## src/rtl/board_pkg.sv

```systemverilog
// rtl/board_pkg.sv - cell indices, win-line masks, winner codes and FSM states for board_controller
package board_pkg;

  // Cell index = 8 - (3*(col-1) + row-1)
  localparam int C_R1C1 = 8;
  localparam int C_R2C1 = 7;
  localparam int C_R3C1 = 6;
  localparam int C_R1C2 = 5;
  localparam int C_R2C2 = 4;
  localparam int C_R3C2 = 3;
  localparam int C_R1C3 = 2;
  localparam int C_R2C3 = 1;
  localparam int C_R3C3 = 0;

  localparam logic [8:0] FULL_BOARD = 9'h1FF;

  function automatic logic [8:0] cell_bit(input int idx);
    return 9'(1) << idx;
  endfunction

  localparam logic [8:0] WIN_LINE [0:7] = '{
    cell_bit(C_R1C1) | cell_bit(C_R2C1) | cell_bit(C_R3C1),
    cell_bit(C_R1C2) | cell_bit(C_R2C2) | cell_bit(C_R3C2),
    cell_bit(C_R1C3) | cell_bit(C_R2C3) | cell_bit(C_R3C3),
    cell_bit(C_R1C1) | cell_bit(C_R1C2) | cell_bit(C_R1C3),
    cell_bit(C_R2C1) | cell_bit(C_R2C2) | cell_bit(C_R2C3),
    cell_bit(C_R3C1) | cell_bit(C_R3C2) | cell_bit(C_R3C3),
    cell_bit(C_R1C1) | cell_bit(C_R2C2) | cell_bit(C_R3C3),
    cell_bit(C_R3C1) | cell_bit(C_R2C2) | cell_bit(C_R1C3)
  };

  localparam logic [1:0] W_NONE = 2'b00;
  localparam logic [1:0] W_X    = 2'b01;
  localparam logic [1:0] W_O    = 2'b10;
  localparam logic [1:0] W_DRAW = 2'b11;

  typedef enum logic [1:0] {
    PLAY  = 2'd0,
    CHECK = 2'd1,
    OVER  = 2'd2
  } state_t;

endpackage

```

## src/rtl/line_checker.sv

```systemverilog
// rtl/line_checker.sv - flags every win line fully covered by one player's occupancy mask
import board_pkg::*;

module line_checker (
  input  logic [8:0] mask,
  output logic [7:0] hits,
  output logic       any_win
);

  for (genvar i = 0; i < 8; i++) begin : g_line
    assign hits[i] = ((mask & WIN_LINE[i]) == WIN_LINE[i]);
  end

  assign any_win = |hits;

endmodule

```

## src/rtl/board_controller.sv

```systemverilog
// rtl/board_controller.sv - tic-tac-toe board state, turn alternation, move legality and win/draw detection
import board_pkg::*;

module board_controller #(
  parameter logic FIRST_PLAYER = 1'b0
) (
  input  logic       clock,
  input  logic       reset,
  input  logic [8:0] cell_sel,
  input  logic       new_game,
  output logic [8:0] pos_x,
  output logic [8:0] pos_o,
  output logic       turn,
  output logic       illegal,
  output logic [1:0] winner,
  output logic [7:0] win_line,
  output logic       game_over
);

  state_t     state, state_n;
  logic       sel_prev;
  logic [8:0] pos_x_n, pos_o_n;
  logic       turn_n, illegal_n, game_over_n;
  logic [1:0] winner_n;
  logic [7:0] win_line_n;

  logic       request, multi_hot, occupied;
  logic [7:0] x_hits, o_hits;
  logic       x_win, o_win;

  line_checker u_check_x (.mask(pos_x), .hits(x_hits), .any_win(x_win));
  line_checker u_check_o (.mask(pos_o), .hits(o_hits), .any_win(o_win));

  // A held select yields one request; clearing the lowest set bit exposes multi-hot selects
  assign request   = (|cell_sel) && !sel_prev;
  assign multi_hot = |(cell_sel & (cell_sel - 9'd1));
  assign occupied  = |(cell_sel & (pos_x | pos_o));

  always_comb begin
    state_n     = state;
    pos_x_n     = pos_x;
    pos_o_n     = pos_o;
    turn_n      = turn;
    illegal_n   = 1'b0;
    winner_n    = winner;
    win_line_n  = win_line;
    game_over_n = game_over;
    case (state)
      PLAY: begin
        if (request) begin
          if (multi_hot || occupied) begin
            illegal_n = 1'b1;
          end else begin
            if (turn) pos_o_n = pos_o | cell_sel;
            else      pos_x_n = pos_x | cell_sel;
            state_n = CHECK;
          end
        end
      end
      CHECK: begin
        // Only the mover can have just completed a line, and a win outranks a full board
        if (turn ? o_win : x_win) begin
          winner_n    = turn ? W_O : W_X;
          win_line_n  = turn ? o_hits : x_hits;
          game_over_n = 1'b1;
          state_n     = OVER;
        end else if ((pos_x | pos_o) == FULL_BOARD) begin
          winner_n    = W_DRAW;
          game_over_n = 1'b1;
          state_n     = OVER;
        end else begin
          turn_n  = ~turn;
          state_n = PLAY;
        end
      end
      OVER: begin
      end
      default: state_n = PLAY;
    endcase
  end

  always_ff @(posedge clock) begin
    if (reset || new_game) begin
      state     <= PLAY;
      sel_prev  <= 1'b0;
      pos_x     <= '0;
      pos_o     <= '0;
      turn      <= FIRST_PLAYER;
      illegal   <= 1'b0;
      winner    <= W_NONE;
      win_line  <= '0;
      game_over <= 1'b0;
    end else begin
      state     <= state_n;
      sel_prev  <= |cell_sel;
      pos_x     <= pos_x_n;
      pos_o     <= pos_o_n;
      turn      <= turn_n;
      illegal   <= illegal_n;
      winner    <= winner_n;
      win_line  <= win_line_n;
      game_over <= game_over_n;
    end
  end

endmodule

```

## config.mk

```make
export PLATFORM = sky130hd
export DESIGN_NAME = board_controller
export DESIGN_NICKNAME = d
export VERILOG_FILES = /design/src/rtl/board_pkg.sv /design/src/rtl/line_checker.sv /design/src/rtl/board_controller.sv
export SDC_FILE = /design/constraint.sdc
export NUM_CORES = 1
export LEC_CHECK = 0
export ABC_CLOCK_PERIOD_IN_PS = 1900
export CAP_MARGIN = 15
export CORE_ASPECT_RATIO = 0.75
export CORE_UTILIZATION = 43
export CTS_CLUSTER_SIZE = 12
export DETAILED_ROUTE_END_ITERATION = 10
export PLACE_DENSITY = 0.78
export SLEW_MARGIN = 40
export SYNTH_ARGS = -nofsm -noshare
export SYNTH_HDL_FRONTEND = slang
export SYNTH_HIERARCHICAL = 1
export SYNTH_SLANG_ARGS = --single-unit
```

## constraint.sdc

```tcl
create_clock -name clock -period 1.9 [get_ports clock]
set_input_delay 0.19 -clock clock [delete_from_list [all_inputs] [get_ports clock]]
set_output_delay 0.19 -clock clock [all_outputs]
set_load 0.02 [all_outputs]
```

==> impl_metrics.ini, run 1 <==
[logic_synthesis]
yosysWarningCount = 6
postSynth.asyncResetShare_pct = 0
synthFlopType = dfxtp_1
synth.cell_area_um2 = 1650
ys_ff_latch = 34
avgSynthCellArea_um2 = 8.89
synth_edf_count = 0
yosysTopAreaCell = dfxtp_1
syn-num-nets = 198
netlist_top_cells_count = 34 x dfxtp_1, 18 x nor2_1, 15 x nand2_1
netlist_top_cells_area = dfxtp_1 41%, a22o_1 5.8%, mux2i_1 4.8%
synth.most_common_cell = dfxtp_1
synth.top_cell.area_share_pct = 41.1
ys_seq_area_share_pct = 41.1
synth.distinct_cells = 39
syn_inst = 186

[sta]
setup_viol = 0
max_freq_mhz = 550
tightest_slew_ns = 0.423
fin_crit_ns = 1.82
min_period_over_period_pct = 95.7
slew_violations = 0
relSlewSlack_pct = 71.5
hold_violations = 0
fin_worst_hold_slack_ns = 0.285
clock_skew_ns = 0.00745
setup_tns_ns = 0

[floorplan]
die_x_um = 73.6
row_count = 19
start_util_pct = 45.2
ios = 43
die_height_um = 55.7
core_area_um2 = 3660
dieArea_um2 = 4100

[cells_and_area]
drive_gt1_share_pct = 26.9
nets = 264
instances_no_fill = 305
antennaDiodeCount = 0
synthToLayoutAreaGrowth_pct = 49.2

[worst_setup_path]
reg2reg_depth = 8
reg2reg_from = pos_x[5]
worstSetupStartpointType = primary input
required_ns = 2.13
critPathKind = in -> reg
r2r_slack_ns = 0.11
r2r_end = winner[0]
crit_arrival_ns = 2.05
crit_path_end_kind = flop
path_max_fanout = 4

[run]
drv_cap = 0

[place]
hpwlAfterDp_um = 3360
placedCellCount = 295
io_buffer_count = 42
gp_congestion = 0.925

[clock_tree]
clkLatencyLatePin_ns = 0.29
cts_buffers = 5
root_buffer = clkbuf_8
cts.clk_slew.worst_paths_ns = 0.07
cts_tree = done
cts.sinks = 34
clockBufferDepth = 2
cts-htree-levels = 2

[global_routing]
grt_remaining_overflow = 0
grt_usage_pct = 25.4
grt_pass1_vias = 1621
grt_pass1_wl_um = 7850
antenna_found_initial = 0
grt_max_degree = 21

[power_and_ir_drop]
p_per_area_nw_per_um2 = 564
pwr-share-comb_pct = 8.5
power.share.clock_pct = 39.9
ir_worst_vdd_mv = 0.387
seqPwrFrac_pct = 51.6
swShare_pct = 23.5
finalPower_mw = 1.39
p_sw_mw = 0.327
power.internal_mw = 1.06
leakagePower_nw = 0.893

[drt]
vias = 1706
wirelength_um = 4800
viasPerCell = 5.59
drc = 2
ant_nets = 0
drtIter0Drc = 120
wl_per_cell_um = 15.7
firstDrtPassIters = 10

[outcome]
violations = design-rule violations
status = complete, but fails checks

[worst_hold_path]
hold_path_class = in -> reg
min_delay_path_depth = 3
hp-start = cell_sel[2]
hold_end = pos_x[2]
repair_timing:
action / CTS / global route
cloned: 1 / 0
gates resized for setup: 14 / 20
hold buffers: 0 / 0
pin swaps: 4 / 7
setup buffers: 0 / 1
endpoints found under the setup margin: 20 / 23
metrics by stage:
step	util [%]	area [um2]	setup slack [ns]
floorplan	-	1660	0.0182
CTS	66.1	2420	0.00389
global placement	62.2	2280	-0.508
finish	67.4	2470	0.0818
detailed placement	62.2	2280	-0.539
global route	67.4	2470	-0.0201
cell usage in the layout (no fill, tap or decap), types with 2 or more instances in the layout:
master           count
clkdlybuf4s50_1     36
dfxtp_1             30
buf_4               24
nor2_1              17
nand2_1             15
o21ai_0             13
a22o_1              11
a211oi_1             9
nand3_1              9
mux2i_1              8
and3_1               8
clkbuf_8             6
or2_4                4
o22ai_1              4
dfxtp_2              4
and3_4               4
and3_2               4
nor3_1               3
a21oi_1              3
o21ai_1              3
nand2b_1             2
a2111oi_4            2
o221a_2              2
clkbuf_2             2
dlymetal6s2s_1       2
a22o_2               2
a22oi_1              2
nor4_2               2
metal layers:
layer  up-vias  GRT usage, %  share of wire (%)
met1       792          34.7                 46
met4         0          9.62                1.4
li1        832             -                  -
met3        12          6.88                6.0
met2        70          38.1                 47
met5         -             0                  0
worst max-delay path by stage:
| stage | start | to | slack [ns] | depth (start not counted) |
|---|---|---|---|---|
| floorplan | cell_sel[3] | pos_x[0] | 0.02 | 5 |
| global placement | cell_sel[3] | illegal | -0.51 | 7 |
| detailed placement | cell_sel[2] | illegal | -0.54 | 7 |
| CTS | cell_sel[3] | pos_x[4] | 0.004 | 7 |
| global route | pos_x[4] | winner[0] | -0.02 | 8 |
| finish | cell_sel[1] | pos_x[4] | 0.08 | 7 |
registers in the layout (all words and copies together) (netlist names):
register	count
pos_o	9
turn	1
win_line	8
sel_prev	1
pos_x	9
game_over	1
winner	2
illegal	1
state	2
power groups by stage:
| stage | registers, mW | clock network [mW] | logic, mW |
|---|---|---|---|
| after CTS | 0.718 | 0.557 | 0.108 |
| after detailed placement | 0.733 | 0 | 0.102 |
| after global routing | 0.718 | 0.600 | 0.125 |
| after global placement | 0.733 | 0 | 0.102 |
| final | 0.718 | 0.555 | 0.118 |
| after floorplan | 0.735 | 0 | 0.0300 |
cell type report:
type	instances	area (um2)
well taps	52	65.1
multi-input cells	142	1020
clock inverters	1	5.00
repair buffers	67	599
clock buffers	7	86.3
flip-flops and latches	34	686
inverters	2	7.51
fillers	343	1190
cell families after synthesis:
group,Yosys count,share of synthesized area (%)
muxes,8,4.84
xor gates and xnor gates,1,0.530
DFF,34,41.1
and+or+nand+nor,79,27.7
buffers and inverters,10,2.72
AOI/OAI and AO/OA,54,23.1
worst max-delay path, cell delays in order:
cell	delay (ns)
clkdlybuf4s15_1	0.18
or4_4	0.53
a2111o_1	0.45
and2_4	0.16
nor4_4	0.23
buf_2	0.19
a22o_1	0.12
Power figures use the tool's default switching activity.
==> run 2, diff against run 1 <==
==> constraint.sdc (replaced) <==
create_clock -name clock -period 1.9 [get_ports clock]
set_input_delay 0.38 -clock clock [delete_from_list [all_inputs] [get_ports clock]]
set_output_delay 0.38 -clock clock [all_outputs]
set_load 0.02 [all_outputs]
==> impl_metrics.ini, run 2 (synthesis gave the netlist of run 1 again) <==
[global_routing]
top_usage_layer = met2
grt_pass1_wl_um = 8510
grt_remaining_overflow = 0
grt_pass1_vias = 1724
grtUsageMet1_pct = 36.3
antenna_found_initial = 0
use_met3_pct = 6.52
gr-usage-met2_pct = 43.8
grt_max_degree = 21
grt_usage_pct = 27.7

[floorplan]
die_x_um = 73.6
die_height_um = 55.7
ios = 43
row_count = 19
dieArea_um2 = 4100
core_area_um2 = 3660
start_util_pct = 45.2

[clock_tree]
cts-htree-levels = 2
cts_buffers = 5
root_buffer = clkbuf_8
cts_tree = done
cts.clk_slew.worst_paths_ns = 0.07
clockBufferDepth = 2
cts.sinks = 34
clkLatencyLatePin_ns = 0.29

[worst_hold_path]
hold_path_class = in -> reg
min_delay_path_depth = 3
hold_end = pos_x[0]
hp-start = cell_sel[0]

[sta]
clock_skew_ns = 0.00591
relSlewSlack_pct = 78.6
rsz0062_at_grt = yes
setup_ws_ns = -0.0153
setup_viol = 2
max_freq_mhz = 522
min_period_over_period_pct = 101
slew_violations = 0
fin_crit_ns = 1.92
tightest_slew_ns = 0.318
hold_violations = 0

[worst_setup_path]
r2r_end = winner[0]
critPathKind = in -> reg
crit_arrival_ns = 2.14
cp-startpoint = cell_sel[2]
path_max_fanout = 5
worstSetupStartpointType = primary input
required_ns = 2.13
crit_path_end_kind = flop
reg2reg_depth = 8
reg2reg_from = pos_x[1]
r2r_slack_ns = 0.15

[drt]
vias = 1767
wirelength_um = 5270
wl_per_cell_um = 17.0
viasPerCell = 5.68
firstDrtPassIters = 5
ant_nets = 0
drtIter0Drc = 102
drc = 0

[cells_and_area]
antennaDiodeCount = 0
nFillCells = 302
reg_top3 = pos_o x9, pos_x x9, win_line x8
nets = 270
drive_gt1_share_pct = 35.1
layout_common_cells = 30 x clkdlybuf4s50_1, 28 x buf_4, 26 x dfxtp_1
synthToLayoutAreaGrowth_pct = 56.6
layout_commonest_cell = clkdlybuf4s50_1
fin_area_um2 = 2590

[power_and_ir_drop]
leakagePower_nw = 0.981
p_per_area_nw_per_um2 = 544
finalPower_mw = 1.41
ir_worst_vdd_mv = 0.460

[run]
drv_cap = 0

[place]
post-place-ws_ns = -0.701
gp_congestion = 0.877
postPlaceCellArea_um2 = 2290
hpwlAfterDp_um = 3520
io_buffer_count = 42

[outcome]
violations = negative setup slack
status = complete, but fails checks
## run 2: how the worst max path moves through the flow
stage                           to  cells after the start  slack, ns
after global placement    pos_o[4]                      8      -0.62
after global routing      pos_o[3]                      7      -0.08
final                     pos_o[3]                      7      -0.02
after floorplan           pos_x[0]                      5      -0.17
after detailed placement  pos_o[1]                      8      -0.70
after CTS                 pos_o[1]                      8     -0.007
## run 2: repair_timing
item	in CTS	in global routing
resized for setup	43	33
endpoints found under the setup margin	20	25
setup buffers	3	1
hold buffers	0	0
pin swaps	8	12
cloned	2	0
## run 2: cell type report
cell class	instances	area (um2)	share of cell area, %
flip-flops and latches	34	691	26.7
clock buffers	7	86.3	3.33
repair buffers	73	666	25.7
inverters	2	7.51	0.290
multi-input cells	142	1070	41.3
well taps	52	65.1	2.51
clock inverters	1	5.00	0.193
## run 2: worst max-delay path: stages
cell,delay [ns]
buf_8,0.09
or4_4,0.57
a2111o_1,0.43
and2_4,0.15
or2_4,0.25
buf_6,0.14
o21ai_2,0.12
## run 2: stage by stage
step | util, % | hold WS, ns | instances | setup TNS [ns]
2_1_floorplan | - | 0.475 | 186 | -2.42
3_3_place_gp | 62.6 | 0.457 | 297 | -11.90
3_5_place_dp | 62.6 | 0.472 | 297 | -13.40
4_1_cts | 68.2 | 0.457 | 310 | -0.00725
5_1_grt | 70.7 | 0.454 | 311 | -0.337
6_report | 70.7 | 0.437 | 311 | -0.0208
## run 2: routing by layer
metal	vias up	part of all wire, %
met5	-	0
met4	0	3.8
met3	20	8.2
met2	88	46
met1	814	42
li1	845	-
## run 2: power by group
part           total [mW]  internal [mW]  switching [mW]  leakage (nW)
logic               0.135         0.0665          0.0686         0.654
registers           0.717          0.715         0.00218         0.278
clock network       0.556          0.292           0.264        0.0482
==> run 3, diff against run 2 <==
- CORE_UTILIZATION: 43 -> 30
- PLACE_DENSITY: 0.78 -> 0.59
- SETUP_SLACK_MARGIN: default -> 0.2
==> impl_metrics.ini, run 3 (synthesis gave the netlist of run 1 again) <==
[clock_tree]
root_buffer = clkbuf_8
cts.sinks = 34
cts_tree = done
ctsHoldBuffers = 0
clkLatencyLatePin_ns = 0.29
cts-htree-levels = 2
clockBufferDepth = 2
cts.clk_slew.worst_paths_ns = 0.08
cts_buffers = 5

[cells_and_area]
drive_gt1_share_pct = 33.8
final-seq-area_um2 = 692
nets = 271
antennaDiodeCount = 0
instances_no_fill = 335
reg_top3 = pos_o x9, pos_x x9, win_line x8
layout_common_cells = 26 x buf_4, 26 x dlygate4sd2_1, 25 x dfxtp_1
fin_area_um2 = 2590
multiInputGateArea_um2 = 1040
nFillCells = 538
synthToLayoutAreaGrowth_pct = 56.5

[floorplan]
dieArea_um2 = 5820
die_x_um = 87.7
start_util_pct = 31.1
die_height_um = 66.3
row_count = 23
ios = 43
core_area_um2 = 5320

[power_and_ir_drop]
ir_worst_vdd_mv = 0.392
leakagePower_nw = 1.03
p_per_area_nw_per_um2 = 587
finalPower_mw = 1.52

[global_routing]
grt_remaining_overflow = 0
grt_usage_pct = 18.4
grt_pass1_wl_um = 8070
grt_pass1_vias = 1573
grt_max_degree = 21
antenna_found_initial = 0

[drt]
drtIter0Drc = 123
drc = 0
wl_per_cell_um = 15.3
ant_nets = 0
vias = 1750
firstDrtPassIters = 4
viasPerCell = 5.22
wirelength_um = 5130

[place]
gp_congestion = 0.809
post-place-ws_ns = -0.673
hpwlAfterDp_um = 3580
postPlaceCellArea_um2 = 2320
placedCellCount = 320
io_buffer_count = 42

[worst_setup_path]
slowest_delay_ns = 0.58
crit_path_end_kind = flop
critPathKind = in -> reg
required_ns = 2.13
crit_arrival_ns = 2.11
worstSetupStartpointType = primary input
path_max_fanout = 4
worstPathCellList = buf_6 -> or4_4 -> a2111o_1 -> and2_4 -> or2_4 -> buf_6 -> o21ai_2
critPathSlowestCell = or4_4
crit_top_cell = buf_6

[sta]
fin_crit_ns = 1.88
clock_skew_ns = 0.00816
relSlewSlack_pct = 75.7
setup_tns_ns = 0
rsz0062_at_grt = yes
tightest_slew_ns = 0.361
min_period_over_period_pct = 99.2
hold_violations = 0
max_freq_mhz = 531
setup_ws_ns = 0.0157
slew_violations = 0
setup_viol = 0

[outcome]
status = finished clean

[worst_hold_path]
hold_path_class = in -> reg

[run]
drv_cap = 0
run 3: cell count changes in the layout (fill, tap and decap cells not counted), moves of 3 or more:
| cell | previous run | this run |
|---|---|---|
| buf_6 | 4 | 7 |
| clkdlybuf4s50_1 | 30 | 12 |
| dlygate4sd2_1 | 4 | 26 |
| dlymetal6s2s_1 | 4 | 0 |
| o21ai_2 | 8 | 5 |
run 3: path summary, 6_finish.rpt:
check               to        start  slack, ns  depth (start not counted)
max           pos_o[6]  cell_sel[2]       0.02                          7
min           pos_x[3]  cell_sel[3]       0.46                          3
max reg2reg   pos_x[2]     pos_o[1]       0.12                          7
min reg2reg  game_over    game_over       0.48                          2
run 3: layout make-up:
class	count	area share [%]
clock buffer	5	2.66
sequential	34	26.7
clock inverter	3	1.74
tap	75	3.62
multi-input combinational	142	40.4
inverter	2	0.290
timing repair buffer	74	24.6
run 3: routing by layer:
layer | up-vias | track usage (%) | routed length [um]
met3 | 5 | 4.62 | 349
met1 | 828 | 25.6 | 2460
met2 | 63 | 28.4 | 2290
li1 | 854 | - | -
met4 | 0 | 3.89 | 34
met5 | - | 0 | 0
run 3: worst max-delay path, delay by kind of cell:
family | cells | cell delay [ns]
compound gates | 2 | 0.50
buf+inv | 2 | 0.22
simple gates | 3 | 1.00
run 3: power breakdown:
group          total [mW]  internal [mW]  switching, mW
logic               0.128         0.0624         0.0660
clock network       0.674          0.390          0.284
registers           0.717          0.715        0.00250
total                1.52           1.17          0.352
run 3: through the flow:
stage	utilization, %	hold WS [ns]
floorplan	-	0.475
global placement	43.6	0.457
global route	48.6	0.480
detailed placement	43.6	0.465
CTS	48.2	0.458
finish	48.6	0.462
run 3: timing repair:
action / in CTS / in global routing
gates cloned: 1 / 0
endpoints found under the setup margin: 52 / 33
pin swaps: 10 / 2
buffers inserted: 6 / 0
resized for setup: 77 / 6
